==> src/rtl/datagram_frame_sync_pkg.sv <==
// Shared types, constants and helpers for the datagram frame synchroniser.
package datagram_frame_sync_pkg;

  // Default datagram width used by the game core.
  localparam int unsigned MESSAGE_SIZE         = 8;

  // Default number of commit-less frames before the display is flagged stale.
  localparam int unsigned STALE_FRAMES_DEFAULT = 8;

  // Width of the VGA timing counters.
  localparam int unsigned VGA_CNT_W            = 10;

  // Width of the saturating drop and frame counters.
  localparam int unsigned SAT_W                = 8;

  // Handoff state between the core-facing shadow and the display register.
  typedef enum logic [1:0] {
    SYNC_EMPTY,
    SYNC_PENDING,
    SYNC_COMMIT
  } sync_state_t;

  // Increment that sticks at the all-ones value instead of wrapping.
  function automatic logic [SAT_W-1:0] sat_inc(input logic [SAT_W-1:0] value);
    return (value == {SAT_W{1'b1}}) ? value : value + 1'b1;
  endfunction

endpackage

==> src/rtl/datagram_frame_sync_vblank_edge_detect.sv <==
// Produces a single-cycle vb_start at the first pixel of vertical blanking.
// The registered previous condition makes the pulse fire once per frame
// even if the timing controller parks on the blanking origin, and counter
// wrap-around needs no special handling.
module vblank_edge_detect
  import datagram_frame_sync_pkg::*;
#(
  parameter int unsigned VGA_YRES = 480
) (
  input  logic                 clk,
  input  logic                 rst,
  input  logic [VGA_CNT_W-1:0] h_cnt,
  input  logic [VGA_CNT_W-1:0] v_cnt,
  output logic                 vb_start
);

  localparam logic [VGA_CNT_W-1:0] VB_LINE = VGA_CNT_W'(VGA_YRES);

  logic vb_cond;
  logic prev_vb;

  assign vb_cond  = (v_cnt == VB_LINE) && (h_cnt == '0);
  assign vb_start = vb_cond && !prev_vb;

  // Remember last cycle's blanking condition; resets high so that a timing
  // controller sitting at the blanking origin during reset does not look
  // like a fresh frame boundary on release.
  always_ff @(posedge clk or negedge rst) begin
    if (!rst) begin
      prev_vb <= 1'b1;
    end else begin
      // NOTE: state registers use non-blocking assignments so every flop in
      // the design samples pre-edge values, independent of block ordering.
      prev_vb <= vb_cond;
    end
  end

endmodule

==> src/rtl/datagram_frame_sync.sv <==
// Tear-free handoff of game-state datagrams to a VGA quadrant output.
// The newest datagram from the core is held in a shadow register and copied
// to the display-facing register only at vertical blanking start, so a
// frame is always drawn from a single game state. Also reports frame ticks,
// counts overwritten updates and flags a display that has stopped updating.
module datagram_frame_sync
  import datagram_frame_sync_pkg::*;
#(
  parameter int unsigned MSG_W        = MESSAGE_SIZE,
  parameter int unsigned VGA_XRES     = 640,
  parameter int unsigned VGA_YRES     = 480,
  parameter int unsigned STALE_FRAMES = STALE_FRAMES_DEFAULT
) (
  input  logic                 clk,
  input  logic                 rst,
  input  logic                 in_valid,
  output logic                 in_ready,
  input  logic [MSG_W-1:0]     in_datagram,
  input  logic [VGA_CNT_W-1:0] h_cnt,
  input  logic [VGA_CNT_W-1:0] v_cnt,
  output logic [MSG_W-1:0]     out_datagram,
  output logic                 out_valid,
  output logic                 commit_pulse,
  output logic                 frame_tick,
  output logic [SAT_W-1:0]     drop_cnt,
  output logic                 stale
);

  // Reject parameter sets the counters and timing inputs cannot represent.
  localparam bit PARAMS_OK = (MSG_W > 0)
                          && (VGA_XRES > 0) && (VGA_XRES < (1 << VGA_CNT_W))
                          && (VGA_YRES > 0) && (VGA_YRES < (1 << VGA_CNT_W))
                          && (STALE_FRAMES >= 1) && (STALE_FRAMES <= 255);

  if (!PARAMS_OK) begin : g_param_check
    $error("datagram_frame_sync: parameter out of supported range");
  end

  localparam logic [SAT_W-1:0] STALE_LIMIT = SAT_W'(STALE_FRAMES);

  sync_state_t      state;
  logic [MSG_W-1:0] shadow;
  logic [SAT_W-1:0] frame_cnt;
  logic [SAT_W-1:0] frame_cnt_inc;
  logic             vb_start;
  logic             accept;

  vblank_edge_detect #(
    .VGA_YRES (VGA_YRES)
  ) u_vblank_edge_detect (
    .clk      (clk),
    .rst      (rst),
    .h_cnt    (h_cnt),
    .v_cnt    (v_cnt),
    .vb_start (vb_start)
  );

  assign accept        = in_valid && in_ready;
  assign frame_cnt_inc = sat_inc(frame_cnt);

  // Handoff FSM with all outputs registered: shadow capture, drop
  // accounting, commit into the display register and stale tracking.
  always_ff @(posedge clk or negedge rst) begin
    if (!rst) begin
      state        <= SYNC_EMPTY;
      // NOTE: the shadow is cleared on reset on purpose: a reset must
      // discard pending game state rather than let it reach the display.
      shadow       <= '0;
      out_datagram <= '0;
      out_valid    <= 1'b0;
      commit_pulse <= 1'b0;
      frame_tick   <= 1'b0;
      drop_cnt     <= '0;
      stale        <= 1'b0;
      frame_cnt    <= '0;
      in_ready     <= 1'b0;
    end else begin
      commit_pulse <= 1'b0;
      frame_tick   <= vb_start;

      unique case (state)
        SYNC_EMPTY: begin
          in_ready <= 1'b1;
          if (accept) begin
            shadow <= in_datagram;
            state  <= SYNC_PENDING;
          end
          // Nothing was pending when blanking began, so this frame shows
          // the previous state again; data accepted in this same cycle
          // waits for the next blanking interval.
          if (vb_start) begin
            frame_cnt <= frame_cnt_inc;
            stale     <= (frame_cnt_inc >= STALE_LIMIT) && out_valid;
          end
        end

        SYNC_PENDING: begin
          // A newer datagram replaces the pending one; the older one is
          // lost and counted, including when it arrives with vb_start.
          if (accept) begin
            shadow   <= in_datagram;
            drop_cnt <= sat_inc(drop_cnt);
          end
          if (vb_start) begin
            state    <= SYNC_COMMIT;
            in_ready <= 1'b0;
          end else begin
            in_ready <= 1'b1;
          end
        end

        SYNC_COMMIT: begin
          out_datagram <= shadow;
          out_valid    <= 1'b1;
          commit_pulse <= 1'b1;
          frame_cnt    <= '0;
          stale        <= 1'b0;
          in_ready     <= 1'b1;
          state        <= SYNC_EMPTY;
        end

        default: begin
          in_ready <= 1'b0;
          state    <= SYNC_EMPTY;
        end
      endcase
    end
  end

endmodule

==> config.mk <==
export PLATFORM = sky130hd
export DESIGN_NAME = datagram_frame_sync
export DESIGN_NICKNAME = d
export VERILOG_FILES = /design/src/rtl/datagram_frame_sync_pkg.sv /design/src/rtl/datagram_frame_sync_vblank_edge_detect.sv /design/src/rtl/datagram_frame_sync.sv
export SDC_FILE = /design/constraint.sdc
export NUM_CORES = 1
export LEC_CHECK = 0
export ABC_AREA = 0
export ABC_CLOCK_PERIOD_IN_PS = 2300
export BUFFER_PORTS_ARGS = -buffer_cell sky130_fd_sc_hd__buf_4
export CORE_MARGIN = 4
export CORE_UTILIZATION = 51
export CTS_CLUSTER_DIAMETER = 60
export CTS_CLUSTER_SIZE = 28
export DETAILED_ROUTE_END_ITERATION = 8
export HOLD_SLACK_MARGIN = 0.12
export PLACE_DENSITY = 0.81
export RECOVER_POWER = 25
export SLEW_MARGIN = 25
export SYNTH_ARGS = -nofsm -noshare
export SYNTH_HDL_FRONTEND = slang
export SYNTH_SLANG_ARGS = --single-unit
==> constraint.sdc <==
create_clock -name clk -period 2.3 [get_ports clk]
set_input_delay 0.69 -clock clk [delete_from_list [all_inputs] [get_ports clk]]
set_output_delay 0.69 -clock clk [all_outputs]
set_load 0.05 [all_outputs]
==> flow_summary.toml, run 1 <==
[outcome]
status = "finished, final reports clean"

[critical_path]
cp.arrival_ns = 2.34
reg2reg_slack_ns = 0.24
ff2ff_path_depth = 6
cp_max_fo = 10
path_class = "in -> reg"
r2r-start = "frame_cnt[1]"
cp.required_ns = 2.48
end_kind = "flip-flop"
worstReg2RegEnd = "frame_cnt[7]"
start_kind = "primary input"

[sta]
grt_setup_unrepaired = "no"
max_freq_mhz = 464
worst_slew_pin_slew_ns = 0.965
finalHoldViolations = 0
max_slew_margin_pct = 35.7
fin_crit_sh_pct = 93.8
setup_tns_ns = 0
finalCriticalPeriod_ns = 2.16
setup_violations = 0
skew_ns = 0.00606
report.final.slew_viol_count = 0

[synth]
synth_area_mm2 = 0.00190
synth_top_cell_by_area = "dfrtp_1"
async_flop_share_pct = 100
ys.warnings.count = 0
synth_top_area_share_pct = 51.3
ys_seq_area_share_pct = 52.7
synth_edf_count = 0
ys_ff_latch = 40
synth.area.top_cells = "dfrtp_1, mux2_2, xnor2_1, nand3_1, nand2_1"
syn_inst = 162
synth_ff_type = "dfrtp_1"
synth_cell_types = 48
syn_nets = 195
synth_area_per_cell_um2 = 11.7

[power]
leakagePower_nw = 1.19
pwr_density_cell_mw_per_mm2 = 720
ir_worst_vdd_mv = 0.848

[layout]
final_cell_mix = "buf_4, dfrtp_1, mux2_2, nand2_1, nor2_1"
fin_nets = 260
final_area_mm2 = 0.00249
fillCellCount = 284
diodes = 0
drive_gt1_share_pct = 43.4
multi_input_area_um2 = 851
final_core_util_pct = 71.9
layout_commonest_cell = "buf_4"
area_growth_pct = 31.0
instances_no_fill = 274
regArea_mm2 = 0.00100

[placement]
place_inst = 266
gp_congestion = 0.830
dp.final_hpwl_mm = 3.34
io_buffers = 51
placed_area_mm2 = 0.00241

[global_routing]
grt_max_degree = 41
track_usage_pct = 18.8
grt_pass1_wl_mm = 7.27
grt_antenna_before_repair = 0
grt_pass1_vias = 1566
overflow = 0

[floorplan]
coreArea_mm2 = 0.00347
rows = 21
fp.dieH_um = 69.1
num_io_pins = 52
initial_core_util_pct = 54.9
dieArea_mm2 = 0.00477
die_x_um = 69.1

[clock_tree]
htree_num_levels = 2
cts_resized = 0
cts_hold_buf = 0
clkTransAtPathRegs_ns = 0.08
clock_path_buffers = 2
cts_root_buf = "clkbuf_8"
cts.sinks = 40
cts_tree = "done"
post_cts_buffers = 0
cts_made_buffers = 5
clock_latency_ns = 0.29

[min_path]
hp-class = "reg -> reg"
min_from = "drop_cnt[6]"
holdPathStages = 1
holdPathEnd = "drop_cnt[6]"

[route]
drc = 0
wl_met2_mm = 2.29
wl_met1_mm = 1.88
drt-initial-drc-count = 93
dr.pass1.iters = 4
wl_met3_um = 183
ant_nets = 0
vias = 1559
viasPerCell = 5.69
routed.top_layer = "met4"
drt-total-wl_mm = 4.44
wire_per_inst_um = 16.2

[flow_run]
maxCapViolCount = 0
metal layers:
| metal | GRT usage [%] | up-vias |
|---|---|---|
| met5 | 0 | - |
| met4 | 7.59 | 0 |
| met3 | 4.94 | 10 |
| met2 | 31.3 | 38 |
| met1 | 23.0 | 778 |
| li1 | - | 733 |
where the power goes:
group	leakage, nW	total [mW]	internal (mW)	switching (mW)
registers	0.499	0.857	0.776	0.0811
logic	0.646	0.484	0.180	0.303
clock network	0.0424	0.455	0.217	0.239
registers in the layout (all words and copies together), names as in the netlist, 2 cells and up:
name          count
drop_cnt          8
frame_cnt         8
out_datagram      8
shadow            8
state             2
worst max-delay path: stages:
cell and delay, ns:
buf_4 0.11, or4b_4 0.53, or4_4 0.56, clkinv_2 0.14, o21ai_1 0.07, a22o_1 0.23
layout make-up:
class	instances	share of cell area, %
sequential	40	40.2
multi-input combinational	112	34.1
timing repair buffer	65	19.5
clock buffer	7	3.06
tap	46	2.31
inverter	3	0.502
clock inverter	1	0.351
cell families (layout without fill, tap and decap cells):
family,after synthesis,in the layout,share of synthesized area (%)
AOI/OAI and AO/OA,24,24,10.1
xor gates and xnor gates,8,8,3.68
adders and majority gates,2,2,1.31
buffers and inverters,10,76,2.63
DFF,40,40,52.7
muxes,18,18,10.6
and+or+nand+nor,60,60,19.1
cells in the mapped netlist (4+ instances only):
master	instances
nor4_1	4
nand2_1	9
nand3_1	7
clkbuf_1	6
nor2b_1	4
dfrtp_1	39
mux2_2	17
nor2_1	8
a21oi_1	4
nor3_1	4
xnor2_1	5
worst max path at each step:
stage,startpoint,slack [ns],end
floorplan,v_cnt[9],-0.03,stale
global placement,v_cnt[9],-0.13,stale
detailed placement,v_cnt[9],-0.16,stale
CTS,v_cnt[9],0.15,stale
global route,frame_cnt[1],0.09,frame_cnt[7]
finish,v_cnt[9],0.14,stale
through the flow:
stage	power [mW]	hold slack (ns)	setup WS, ns
after floorplan	1.16	0.394	-0.0282
after global placement	1.33	0.478	-0.133
after detailed placement	1.35	0.487	-0.163
after CTS	1.81	0.377	0.153
after global routing	1.88	0.514	0.0907
final	1.80	0.499	0.144
Power figures use the tool's default switching activity.
==> inputs of run 2 (changes only) <==
--- a/config.mk
+++ b/config.mk
@@ -6,15 +6,15 @@
 export NUM_CORES = 1
 export LEC_CHECK = 0
 export ABC_AREA = 0
-export ABC_CLOCK_PERIOD_IN_PS = 2300
+export ABC_CLOCK_PERIOD_IN_PS = 2780
 export BUFFER_PORTS_ARGS = -buffer_cell sky130_fd_sc_hd__buf_4
 export CORE_MARGIN = 4
-export CORE_UTILIZATION = 51
+export CORE_UTILIZATION = 55
 export CTS_CLUSTER_DIAMETER = 60
 export CTS_CLUSTER_SIZE = 28
 export DETAILED_ROUTE_END_ITERATION = 8
 export HOLD_SLACK_MARGIN = 0.12
-export PLACE_DENSITY = 0.81
+export PLACE_DENSITY = 0.86
 export RECOVER_POWER = 25
 export SLEW_MARGIN = 25
 export SYNTH_ARGS = -nofsm -noshare
==> constraint.sdc (replaced) <==
create_clock -name clk -period 2.78 [get_ports clk]
set_input_delay 0.834 -clock clk [delete_from_list [all_inputs] [get_ports clk]]
set_output_delay 0.834 -clock clk [all_outputs]
set_load 0.05 [all_outputs]
==> run 2 against run 1 <==
Effect of this change: total power shrank 16%; global-route usage grew 0.98 points; final cell count decreased by 4.0%; hold slack got worse by 0.072 ns; count of clock-buffer cells in the layout fell by 1; combinational power shrank 18%; sequential power down 18%; via count down 3.4%; clock skew up 0.00070 ns; sequential share of layout area increased by 1.2 points; register-to-register slack improved by 0.36 ns; critical path depth did not move.
==> flow_summary.toml, run 2 (synthesis gave the netlist of run 1 again) <==
[critical_path]
max_stage_delay_ns = 0.55
cp_max_fo = 11
r2r-start = "frame_cnt[0]"
worst-path-buf-inv = 2
crit_chain = "buf_4, or4b_4, or4_4, clkinv_2, o21ai_1, a22o_1"
slowest_stage = "or4_4"
start_kind = "primary input"
crit_family = "simple AND/OR/NAND/NOR gates"
path_class = "in -> reg"
reg2reg_slack_ns = 0.60
cp.arrival_ns = 2.52
cp.required_ns = 3.03
worstReg2RegEnd = "frame_cnt[7]"
ff2ff_path_depth = 6
end_kind = "flip-flop"

[sta]
setup_tns_ns = 0
setup_violations = 0
max_freq_mhz = 440
worst_slew_pin_slew_ns = 0.527
grt_setup_unrepaired = "no"
max_slew_margin_pct = 64.9
fin_crit_sh_pct = 81.7
finalHoldViolations = 0
skew_ns = 0.00676
finalCriticalPeriod_ns = 2.27
report.final.slew_viol_count = 0

[floorplan]
num_io_pins = 52
rows = 21
fp.dieH_um = 66.8
die_x_um = 66.8
dieArea_mm2 = 0.00446
coreArea_mm2 = 0.00334
initial_core_util_pct = 57.0

[clock_tree]
cts_hold_buf = 0
clkTransAtPathRegs_ns = 0.12
cts_root_buf = "clkbuf_4"
cts_tree = "done"
cts.sinks = 40
cts_resized = 0
clock_latency_ns = 0.35
clock_path_buffers = 2
htree_num_levels = 2
cts_made_buffers = 5
post_cts_buffers = 0

[route]
drt-initial-drc-count = 178
wire_per_inst_um = 15.2
ant_nets = 0
vias = 1506
dr.pass1.iters = 4
drt-total-wl_mm = 3.99
drc = 0
viasPerCell = 5.73

[layout]
layout_commonest_cell = "buf_4"
diodes = 0
fillCellCount = 259
drive_gt1_share_pct = 41.5
fin_nets = 249
final_cell_mix = "buf_4, dfrtp_1, mux2_2, nand2_1, nor2_1"
regArea_mm2 = 0.00100
final_core_util_pct = 72.5
multi_input_area_um2 = 851
area_growth_pct = 27.1

[power]
pwr_density_cell_mw_per_mm2 = 624
ir_worst_vdd_mv = 0.863
leakagePower_nw = 1.14

[global_routing]
overflow = 0
track_usage_pct = 19.7
grt_antenna_before_repair = 0
grt_pass1_wl_mm = 6.58
grt_pass1_vias = 1520
grt_max_degree = 41

[flow_run]
maxCapViolCount = 0

[outcome]
status = "finished, final reports clean"

[placement]
dp.final_hpwl_mm = 3.01
gp_congestion = 0.884
io_buffers = 51

[min_path]
hp-class = "in -> async"
## run 2: changes by cell type in the layout (fill, tap and decap cells not counted), sizes merged
cell    change
bufinv      +1
buf        -10
clkbuf      -2
## run 2: through the flow
stage	instances	worst slack [ns]	hold WS (ns)	area (µm²)	total power [mW]
6_report	263	0.509	0.428	2420	1.51
5_1_grt	263	0.444	0.452	2420	1.58
4_1_cts	263	0.512	0.443	2420	1.52
3_5_place_dp	255	0.137	0.488	2330	1.12
3_3_place_gp	255	0.191	0.480	2330	1.10
2_1_floorplan	162	0.308	0.474	1900	0.959
## run 2: how the worst max path moves through the flow
stage | slack, ns | end | from | depth (start not counted)
floorplan | 0.31 | stale | v_cnt[9] | 6
global placement | 0.19 | stale | v_cnt[9] | 6
detailed placement | 0.14 | stale | v_cnt[9] | 6
CTS | 0.51 | stale | v_cnt[9] | 6
global route | 0.44 | frame_cnt[5] | h_cnt[7] | 7
finish | 0.51 | stale | v_cnt[9] | 6
## run 2: routing by layer
metal / track usage [%] / routed length [µm] / part of all wire (%) / vias up
li1: - / - / - / 708
met1: 24.0 / 1600 / 40 / 735
met2: 34.2 / 2100 / 53 / 55
met3: 4.38 / 235 / 5.9 / 8
met4: 6.85 / 59 / 1.5 / 0
met5: 0 / 0 / 0 / -
## run 2: layout make-up
| class | count | share of cell area (%) |
|---|---|---|
| well taps | 46 | 2.38 |
| flip-flops and latches | 40 | 41.4 |
| clock inverters | 2 | 1.60 |
| repair buffers | 54 | 16.8 |
| multi-input cells | 112 | 35.2 |
| clock buffers | 6 | 2.12 |
| inverters | 3 | 0.517 |
## run 2: report_power, final
| part | switching, mW | total, mW | internal [mW] |
|---|---|---|---|
| Combinational | 0.248 | 0.396 | 0.148 |
| Clock | 0.193 | 0.409 | 0.215 |
| Sequential | 0.0624 | 0.704 | 0.642 |
| Total | 0.503 | 1.51 | 1.01 |
